**config.mk**
```make
export PLATFORM = sky130hd
export DESIGN_NAME = cra_diag_master
export DESIGN_NICKNAME = d
export VERILOG_FILES = /design/src/rtl/cra_diag_pkg.sv /design/src/rtl/cra_diag_master.sv
export SDC_FILE = /design/constraint.sdc
export NUM_CORES = 1
export LEC_CHECK = 0
export CORE_ASPECT_RATIO = 0.9
export CORE_UTILIZATION = 30
export CTS_CLUSTER_SIZE = 40
export DETAILED_ROUTE_END_ITERATION = 6
export PLACE_DENSITY = 0.77
export REMOVE_ABC_BUFFERS = 1
export SYNTH_ARGS = -nofsm -noshare
export SYNTH_HDL_FRONTEND = slang
export SYNTH_SLANG_ARGS = --single-unit
```
**constraint.sdc**
```tcl
create_clock -name clk -period 2 [get_ports clk]
set_input_delay 0.3 -clock clk [delete_from_list [all_inputs] [get_ports clk]]
set_output_delay 0.3 -clock clk [all_outputs]
set_load 0.02 [all_outputs]
```
**src/rtl/cra_diag_pkg.sv**
```systemverilog
// Shared definitions for the CRA diagnostic initiator and responder: op codes,
// readback select codes and the initiator FSM states.
package cra_diag_pkg;

   typedef enum logic [1:0] {
      LOAD_DIAG = 2'd0,
      READ_ADR  = 2'd1,
      READ_LOC  = 2'd2,
      READ_SBR  = 2'd3
   } op_e;

   localparam logic [2:0] SEL_STACK  = 3'd0;
   localparam logic [2:0] SEL_SBR_LO = 3'd2;
   localparam logic [2:0] SEL_SBR_HI = 3'd3;
   localparam logic [2:0] SEL_ADR_LO = 3'd4;
   localparam logic [2:0] SEL_ADR_HI = 3'd5;
   localparam logic [2:0] SEL_LOC_LO = 3'd6;
   localparam logic [2:0] SEL_LOC_HI = 3'd7;

   typedef enum logic [2:0] {
      IDLE      = 3'd0,
      WR_HI     = 3'd1,
      WR_LO     = 3'd2,
      RD_SEL_LO = 3'd3,
      RD_SEL_HI = 3'd4,
      RD_STACK  = 3'd5,
      RESP      = 3'd6
   } state_e;

   function automatic logic [2:0] sel_lo(input op_e op);
      case (op)
         READ_ADR: sel_lo = SEL_ADR_LO;
         READ_LOC: sel_lo = SEL_LOC_LO;
         READ_SBR: sel_lo = SEL_SBR_LO;
         default:  sel_lo = SEL_STACK;
      endcase
   endfunction

   function automatic logic [2:0] sel_hi(input op_e op);
      case (op)
         READ_ADR: sel_hi = SEL_ADR_HI;
         READ_LOC: sel_hi = SEL_LOC_HI;
         READ_SBR: sel_hi = SEL_SBR_HI;
         default:  sel_hi = SEL_STACK;
      endcase
   endfunction

endpackage

```
**src/rtl/cra_diag_master.sv**
```systemverilog
// EBUS diagnostic initiator for the CRA diag port: loads the dispatch address and
// reads back ADR/LOC/SBR state. Define CRA_DIAG_STACK_READ_EN to add the stack read.
module cra_diag_master
   import cra_diag_pkg::*;
#(
   parameter int SETTLE = 2,
   parameter int HOLD   = 1
) (
   input  logic        clk,
   input  logic        reset,
   input  logic        cmdValid,
   output logic        cmdReady,
   input  logic [1:0]  cmdOp,
   input  logic [0:10] cmdAdr,
   output logic        rspValid,
   input  logic        rspReady,
   output logic [0:10] rspData,
   output logic        rspFlag,
   output logic        rspErr,
   output logic [4:6]  diag,
   output logic        diaFunc051,
   output logic        diaFunc052,
   output logic        diagReadFunc14X,
   output logic [0:35] ebusOut,
   output logic        drivingEBUS,
`ifdef CRA_DIAG_STACK_READ_EN
   output logic [0:4]  stackAdr,
`endif
   input  logic [0:35] ebusIn
);

`ifdef CRA_DIAG_STACK_READ_EN
   localparam bit STACK_EN = 1'b1;
`else
   localparam bit STACK_EN = 1'b0;
`endif

   localparam logic [3:0] HOLD_LD   = 4'(HOLD - 1);
   localparam logic [3:0] SETTLE_LD = 4'(SETTLE - 1);

   state_e      state, state_nxt;
   logic [3:0]  cnt, cnt_ld;
   logic        last;
   logic        accept;
   op_e         op_q;
   logic [0:10] adr_q;
   logic        unused_ebus;

   assign last        = (cnt == 4'd0);
   assign accept      = cmdValid && cmdReady;
   assign unused_ebus = ^ebusIn[6:35];

   always_ff @(posedge clk or posedge reset) begin
      if (reset) begin
         state <= IDLE;
         cnt   <= 4'd0;
      end else begin
         state <= state_nxt;
         // one counter serves every timed state; it reloads whenever the state changes
         if (state_nxt != state)
            cnt <= cnt_ld;
         else if (cnt != 4'd0)
            cnt <= cnt - 4'd1;
      end
   end

   always_comb begin
      state_nxt       = state;
      cmdReady        = 1'b0;
      rspValid        = 1'b0;
      diaFunc051      = 1'b0;
      diaFunc052      = 1'b0;
      diagReadFunc14X = 1'b0;
      drivingEBUS     = 1'b0;
      diag            = 3'd0;
      ebusOut         = '0;
      case (state)
         IDLE: begin
            cmdReady = 1'b1;
            if (cmdValid) begin
               case (op_e'(cmdOp))
                  LOAD_DIAG: state_nxt = WR_HI;
                  READ_SBR:  state_nxt = STACK_EN ? RD_SEL_LO : RESP;
                  default:   state_nxt = RD_SEL_LO;
               endcase
            end
         end
         WR_HI: begin
            diaFunc052     = 1'b1;
            drivingEBUS    = 1'b1;
            ebusOut[1:5]   = adr_q[0:4];
            if (last) state_nxt = WR_LO;
         end
         WR_LO: begin
            diaFunc051     = 1'b1;
            drivingEBUS    = 1'b1;
            ebusOut[0:5]   = adr_q[5:10];
            if (last) state_nxt = RESP;
         end
         RD_SEL_LO: begin
            diagReadFunc14X = 1'b1;
            diag            = sel_lo(op_q);
            if (last) state_nxt = RD_SEL_HI;
         end
         RD_SEL_HI: begin
            diagReadFunc14X = 1'b1;
            diag            = sel_hi(op_q);
            if (last) state_nxt = (STACK_EN && op_q == READ_SBR) ? RD_STACK : RESP;
         end
         RD_STACK: begin
            diagReadFunc14X = 1'b1;
            diag            = SEL_STACK;
            if (last) state_nxt = RESP;
         end
         RESP: begin
            rspValid = 1'b1;
            if (rspReady) state_nxt = IDLE;
         end
         default: state_nxt = IDLE;
      endcase

      case (state_nxt)
         WR_HI, WR_LO:                  cnt_ld = HOLD_LD;
         RD_SEL_LO, RD_SEL_HI, RD_STACK: cnt_ld = SETTLE_LD;
         default:                       cnt_ld = 4'd0;
      endcase
   end

   always_ff @(posedge clk or posedge reset) begin
      if (reset) begin
         op_q    <= LOAD_DIAG;
         adr_q   <= '0;
         rspData <= '0;
         rspFlag <= 1'b0;
         rspErr  <= 1'b0;
      end else begin
         if (accept) begin
            op_q    <= op_e'(cmdOp);
            adr_q   <= cmdAdr;
            rspData <= '0;
            rspFlag <= 1'b0;
            rspErr  <= (op_e'(cmdOp) == READ_SBR) && !STACK_EN;
         end
         // each read half is sampled at the end of its last settle cycle
         if (state == RD_SEL_LO && last)
            rspData[5:10] <= ebusIn[0:5];
         if (state == RD_SEL_HI && last) begin
            rspData[0:4] <= ebusIn[1:5];
            rspFlag      <= (op_q == READ_LOC) ? 1'b0 : ebusIn[0];
         end
      end
   end

`ifdef CRA_DIAG_STACK_READ_EN
   always_ff @(posedge clk or posedge reset) begin
      if (reset)
         stackAdr <= '0;
      else if (state == RD_STACK && last)
         stackAdr <= ebusIn[1:5];
   end
`endif

endmodule
```
==> summary.txt <==
Clock network
  • CTS buffer count: 5
  • Hold_buf cts: 0
  • CTS max path bufs: 2
  • CTS tree: built
  • CTS root buf: clkbuf_8
  • Sink Count: 33
  • Clk pin slew, worst setup/hold paths: around 60 ps
  • H-tree depth: 2
  • Clock Latency Late Sink: 280 ps

Route
  • Router iterations before antenna repair: 4
  • DR iter-0 viols: 133
  • Antenna viol nets, final: 0
  • Post-route DRC: 0
  • Via count: around 1,600
  • Detailed Route WL: between 4000 and 5000 microns
  • DR WL/cell: around 11 microns
  • Vias per cell: ~4.3

Yosys
  • Post-synthesis sequential area ratio: between 40% and 50%
  • Gate Count Post-Synth: between 200 and 250
  • Yosys warns: 0
  • Post-synthesis register bit count: 33
  • Synth area leader: dfrtp_1
  • Synth top area share: a little over two fifths
  • Mapped Avg Cell Area: ~8.5 sq um
  • Unique masters post-synth: 42
  • Synth Cell Area: around 0.0019 sq mm
  • Synth area leaders: dfrtp_1 43%, buf_4 12%, nand2_1 10%

Cells and area
  • Design Area, Final: between 0.002 and 0.003 sq mm
  • # fillers: ~640
  • FF+latch area: between 800 and 900 sq um
  • Fin nets: between 300 and 400
  • Synth-to-Final Area Change: 31.3%
  • Multi-input gate area: around 890 sq um
  • ANT cells: 0
  • Final Util: between 40% and 50%
  • Layout cells sized above 1: 13.6%

Floorplan
  • Core Footprint: approximately 0.006 sq mm
  • Die width: between 80 and 90 microns
  • Std-Cell Rows: 27
  • I/O Pins: roughly 110
  • Initial Utilization: 31.4%
  • Die span in y: roughly 80 microns
  • Die area: 0.00676 sq mm

Placement
  • DPL Wire Length: around 3100 microns
  • PortBufs: 50
  • Post-Place Cell Area: between 0.002 and 0.0025 sq mm
  • Routability cong.: slightly above 0.8

STA
  • Final Max Tran Viols: 0
  • Hold Vio Cnt, Final: 0
  • TNS Setup: 0 ps
  • Final period util: between 90% and 100%
  • FMAX: 521 MHz
  • Fin Clk Skew: roughly 3.0 ps
  • RSZ-0062 raised after global routing: false
  • Setup violations, final: 0
  • Minimum clock period: between 1500 and 2000 ps

Global routing
  • Met3 Track Usage GR: about 4%
  • Largest net degree at the start of global routing: 34
  • Layer with the highest usage: met2
  • Initial antenna violation count: 0
  • Total track usage: a little over an eighth
  • Grt met1 use: 16.7%
  • First-pass GRT wire length: 6930 microns
  • Vias in the first global route: roughly 1,500
  • Total grt overflow: 0
  • Met2 Usage GRT: a little over a fifth

Pwr
  • Sw frac: 42.8%
  • PD cells: between 1000 and 1500 mW/mm^2
  • P_int: 2.12 mW
  • NetSw: approximately 1.6 mW
  • VDD IR max: between 0.0007 and 0.0008 V
  • Combinational fraction of design power: between 50% and 60%
  • Tot Pwr: 3.71 mW
  • Register share of total power: between 30% and 40%
  • Clock power frac: 12.3%
  • LEAKAGE: 1.27 nW

Critical path
  • WP data required: 1700 ps
  • Arrival @ worst endpoint: 1620 ps
  • Maximum fanout along the worst path: 4
  • Setup crit end kind: primary output
  • Crit Path Category: flop to primary output
  • Startpoint class of the critical path: flop

Outcome
  • Status: complete, no violations

Run
  • Max_cap viols: 0

Worst hold path
  • Hold WC Path Type: primary input to async pin
[state kept, by name (all words and copies together) (netlist names)]
register  cells
adr_q        11
rspFlag       1
rspErr        1
rspData      11
op_q          2
state         3
cnt           4
[cell type report]
type | count | area share, %
Clock buffer | 5 | 2.72
Inverter | 12 | 1.78
Tap cell | 87 | 4.30
Sequential cell | 33 | 32.6
Clock inverter | 1 | 0.198
Timing Repair Buffer | 67 | 23.3
Multi-Input combinational cell | 168 | 35.1
[metal layers]
layer	vias to the layer above	routed length (microns)
met4	0	44
met5	-	0
li1	810	-
met3	7	291
met1	742	1960
met2	53	1940
[cell families (layout without fill, tap and decap cells)]
family | count (synthesis) | after routing | share of synthesized area (%)
and+or+nand+nor | 91 | 91 | 22.2
buffers and inverters | 55 | 85 | 16.9
AOI/OAI and AO/OA | 41 | 41 | 14.1
DFF | 33 | 33 | 42.8
adders and majority gates | 4 | 4 | 2.59
muxes | 2 | 2 | 1.17
other | 1 | 30 | 0.194
[worst max-delay path, cell delays in order, from the launching register on]
cell and delay (ps):
dfrtp_1 380, or3b_2 530, a211oi_1 230, buf_2 200
[final timing paths]
path	startpoint	endpoint	slack, ps	cells after the start
min in group clk	adr_q[5]	adr_q[5]	470	2
min	reset	adr_q[5]	410	3
max in group asynchronous	reset	rspData[9]	1290	3
min reg2reg	adr_q[5]	adr_q[5]	470	2
max	state[1]	diag[5]	80	3
max reg2reg	state[1]	cnt[1]	100	6
[power by group through the flow]
stage          clock network (mW)  logic [mW]  registers [mW]
2_1_floorplan                   0        1.06            1.32
3_3_place_gp                    0        2.16            1.11
3_5_place_dp                    0        2.22            1.13
4_1_cts                     0.473        2.16            1.12
5_1_grt                     0.496        2.35            1.16
6_report                    0.455        2.13            1.12
[layout by cell type, fill, tap and decap left out, types with 4 or more instances in the layout]
master / netlist / routed
nor3_1: 4 / 4
dfrtp_1: 33 / 33
clkbuf_8: 0 / 5
a22o_1: 5 / 5
nand3_1: 7 / 7
clkdlybuf4s50_1: 0 / 35
conb_1: 1 / 30
clkbuf_2: 0 / 6
nor2_1: 12 / 11
ha_1: 4 / 4
dlygate4sd2_1: 0 / 4
o21ai_0: 16 / 16
inv_1: 12 / 12
a21oi_1: 4 / 4
nand2_1: 53 / 53
buf_4: 30 / 16
[synth_stat cells (all sizes together)]
| library cell | instances |
|---|---|
| buf | 37 |
| inv | 12 |
| o41ai | 1 |
| and2 | 1 |
| nor2b | 1 |
| clkbuf | 6 |
| o211ai | 1 |
| a211oi | 2 |
| conb | 1 |
| and3 | 1 |
| nand3 | 7 |
| or2 | 1 |
| a21oi | 4 |
| mux2 | 2 |
| ha | 4 |
| nand2b | 2 |
| nand2 | 53 |
| a21boi | 1 |
| nor4b | 1 |
| o21ai | 18 |
| a21o | 1 |
| o22ai | 1 |
| or4 | 1 |
| o211a | 2 |
| nor3b | 2 |
| nor4bb | 1 |
| or3 | 1 |
| o221ai | 1 |
| dfrtp | 33 |
| a2bb2oi | 1 |
| or3b | 2 |
| nor2 | 12 |
| or4b | 1 |
| nor3 | 4 |
| a311o | 2 |
| a22o | 5 |
| a22oi | 1 |
[per-stage QoR]
step	std cells	setup WS, ps	hold slack, ps
3_3_place_gp	367	-57.5	452
4_1_cts	373	2.90	427
3_5_place_dp	367	-76.9	464
2_1_floorplan	213	-114	405
5_1_grt	373	9.46	444
6_report	373	79.0	413
[what timing repair did]
action,CTS,global route
setup endpoints to repair,14,13
setup buffers,0,0
resized for setup,27,14
hold endpoints to repair,0,0
Note: power is estimated with default switching activity, not from simulation.
==> edit (config.mk and constraints unchanged) <==
Encoding of `state_e`: now one-hot (7 bits for 7 states).
--- a/src/rtl/cra_diag_pkg.sv
+++ b/src/rtl/cra_diag_pkg.sv
@@ -18,12 +18,12 @@
    localparam logic [2:0] SEL_LOC_HI = 3'd7;
 
-   typedef enum logic [2:0] {
-      IDLE      = 3'd0,
-      WR_HI     = 3'd1,
-      WR_LO     = 3'd2,
-      RD_SEL_LO = 3'd3,
-      RD_SEL_HI = 3'd4,
-      RD_STACK  = 3'd5,
-      RESP      = 3'd6
+   typedef enum logic [6:0] {
+      IDLE      = 7'b0000001,
+      WR_HI     = 7'b0000010,
+      WR_LO     = 7'b0000100,
+      RD_SEL_LO = 7'b0001000,
+      RD_SEL_HI = 7'b0010000,
+      RD_STACK  = 7'b0100000,
+      RESP      = 7'b1000000
    } state_e;
 
Formal check against the unedited RTL: no difference found for any inputs over 10 cycles, from zero or initial values and one cycle with reset high; not proved beyond that.
==> edit against the unedited design <==
- the run now ends with setup timing left
- sequential share of layout area is 3.9 points lower
- count of clock-buffer cells in the layout unchanged
- area after synthesis grew 14%
- worst setup slack got worse by 0.39 ns
- design area up 27%
- synthesized cell count rose by 9.3%
- register-to-register slack got worse by 0.31 ns
- sequential cell count is 4 higher
- power is 6.3% higher
- highest routed layer unchanged
- fmax fell by 17%
- wire length rose by 32%
- critical path depth is 2 higher
- via count grew 23%
==> edit: results (changes against the unedited design) <==
| Metric | Value |
|---|---|
| Status | `finished with violations` |
| Failing checks | `setup timing` |
| Nets@finish | `404 (+17%)` |
| DP HPWL | `3866 um (+23%)` |
| Worst Path Arrival | `2.01 ns (+0.39 ns)` |
| GR Util All Layers | `0.1564 (+0.02379)` |
| Global-route wire length before repair | `9404 um (+36%)` |
| Worst R2R Path Depth | `8 (+2)` |
| Compound-Gate Fraction of Synth Area | `0.1270 (-0.01373)` |
| Metal1 wirelength | `2341 um (+20%)` |
| Commonest cells in the synthesized netlist | `58 x nand2_1, 36 x dfrtp_1, 30 x buf_4` |
| DP Area | `2940 um^2 (+18%)` |
| Switching Fraction | `0.3971 (-0.03113)` |
| Worst-path clk slew | `0.09 ns (+0.03 ns)` |
| Final setup vio count | `18 (+18)` |
| Met3 routed wirelength | `371 um (+27%)` |
| Post-Synth Adder-Cell Area | `0.03986 (+0.01392)` |
| Max layer used | `met4` |
| Post-synthesis mux area share | `0.01424 (+0.002564)` |
| CP Capture Point | `diag[6]` |
| Setup crit start | `state[6]` |
| Post-CTS Setup Bufs | `8 (+8)` |
| Total wire length | `5582 um (+32%)` |
| Placement Setup Slack | `-0.4836 ns (-0.4067 ns)` |
| Fill cell count | `682 (+6.4%)` |
| Max Cap Viol | `0 (unchanged)` |
| M1 GR Usage | `0.1886 (+0.02134)` |
| Seq/Total Area, Yosys | `0.4220 (-0.006034)` |
| Fin Setup TNS | `-2.152 ns (-2.152 ns)` |
| Share of cells above drive strength 1 | `0.2870 (+0.1506)` |
| XOR/XNOR share of the synthesized area | `0.01196 (+0.01196)` |
| CTS root buf | `clkbuf_8` |
| R2r setup slk | `-0.21 ns (-0.31 ns)` |
| RePlAce Congestion | `0.8475 (+2.9%)` |
| DRC violation total after the first TritonRoute iteration | `83 (-38%)` |
| Hold WC Path Type | `in -> async` |
| Synth unique cells | `49 (+17%)` |
| Synth Instances | `248 (+9.3%)` |
| Routed met2 length | `2780 um (+43%)` |
| Routed vias | `1989 (+23%)` |
| Hold slack final | `0.4118 ns (-0.0008010 ns)` |
| Post-CTS sizing | `91 (+240%)` |
| Synth top area cells | `dfrtp_1 41%, buf_4 10%, nand2_1 9.9%, a22o_1 4.8%, ha_1 4.0%` |
| Worst-Skew Late Latency | `0.30 ns (+0.02 ns)` |
| Placed insts | `419 (+14%)` |
| CP max-delay cell | `or4b_4` |
| WL/cell | `12.74 um (+12%)` |
| Fin Clk Skew | `0.009004 ns (+0.006041 ns)` |
| Peak VDD IR | `0.4819 mV (-35%)` |
| PnR worst setup slack | `-0.3108 ns (-0.3897 ns)` |
| TritonRoute pass-1 iters | `5 (+1)` |
| Largest net degree at the start of global routing | `38 (+12%)` |
| GR Util met3 | `0.04304 (+0.002031)` |
| Met2 Track Usage GR | `0.2680 (+0.05052)` |
| Largest regs | `adr_q x11, rspData x11, state x7` |
| Crit path largest cell delay | `0.51 ns (-0.02 ns)` |
| Sequential Area | `927.1 um^2 (+12%)` |
| Reg-to-Reg End | `rspData[0]` |
| CTS max path bufs | `2 (unchanged)` |
| CTS Buf Count | `5 (unchanged)` |
-- edit: cell types whose count changed after synthesis, moves of 3 or more --
cell | unedited run | this run
nand3_1 | 7 | 2
dfrtp_1 | 33 | 36
or3_1 | 1 | 4
nand2b_1 | 2 | 5
inv_1 | 12 | 8
a22o_1 | 5 | 12
a21oi_1 | 4 | 8
o21ai_0 | 16 | 11
ha_1 | 4 | 7
buf_2 | 6 | 3
nand2_1 | 53 | 58
-- edit: power groups by stage --
stage	sequential, mW	clock [mW]	combinational (mW)
3_5_place_dp	1.15	0	1.98
6_report	1.14	0.667	2.13
5_1_grt	1.18	0.716	2.33
2_1_floorplan	1.25	0	0.953
3_3_place_gp	1.13	0	1.92
4_1_cts	1.14	0.678	2.09
-- edit: final cells by class --
class,count,area share
clock inverter,3,0.01435
tap,93,0.03606
inverter,8,0.009306
sequential,37,0.2873
clock buffer,5,0.02133
multi-input combinational,193,0.3641
timing repair buffer,99,0.2675
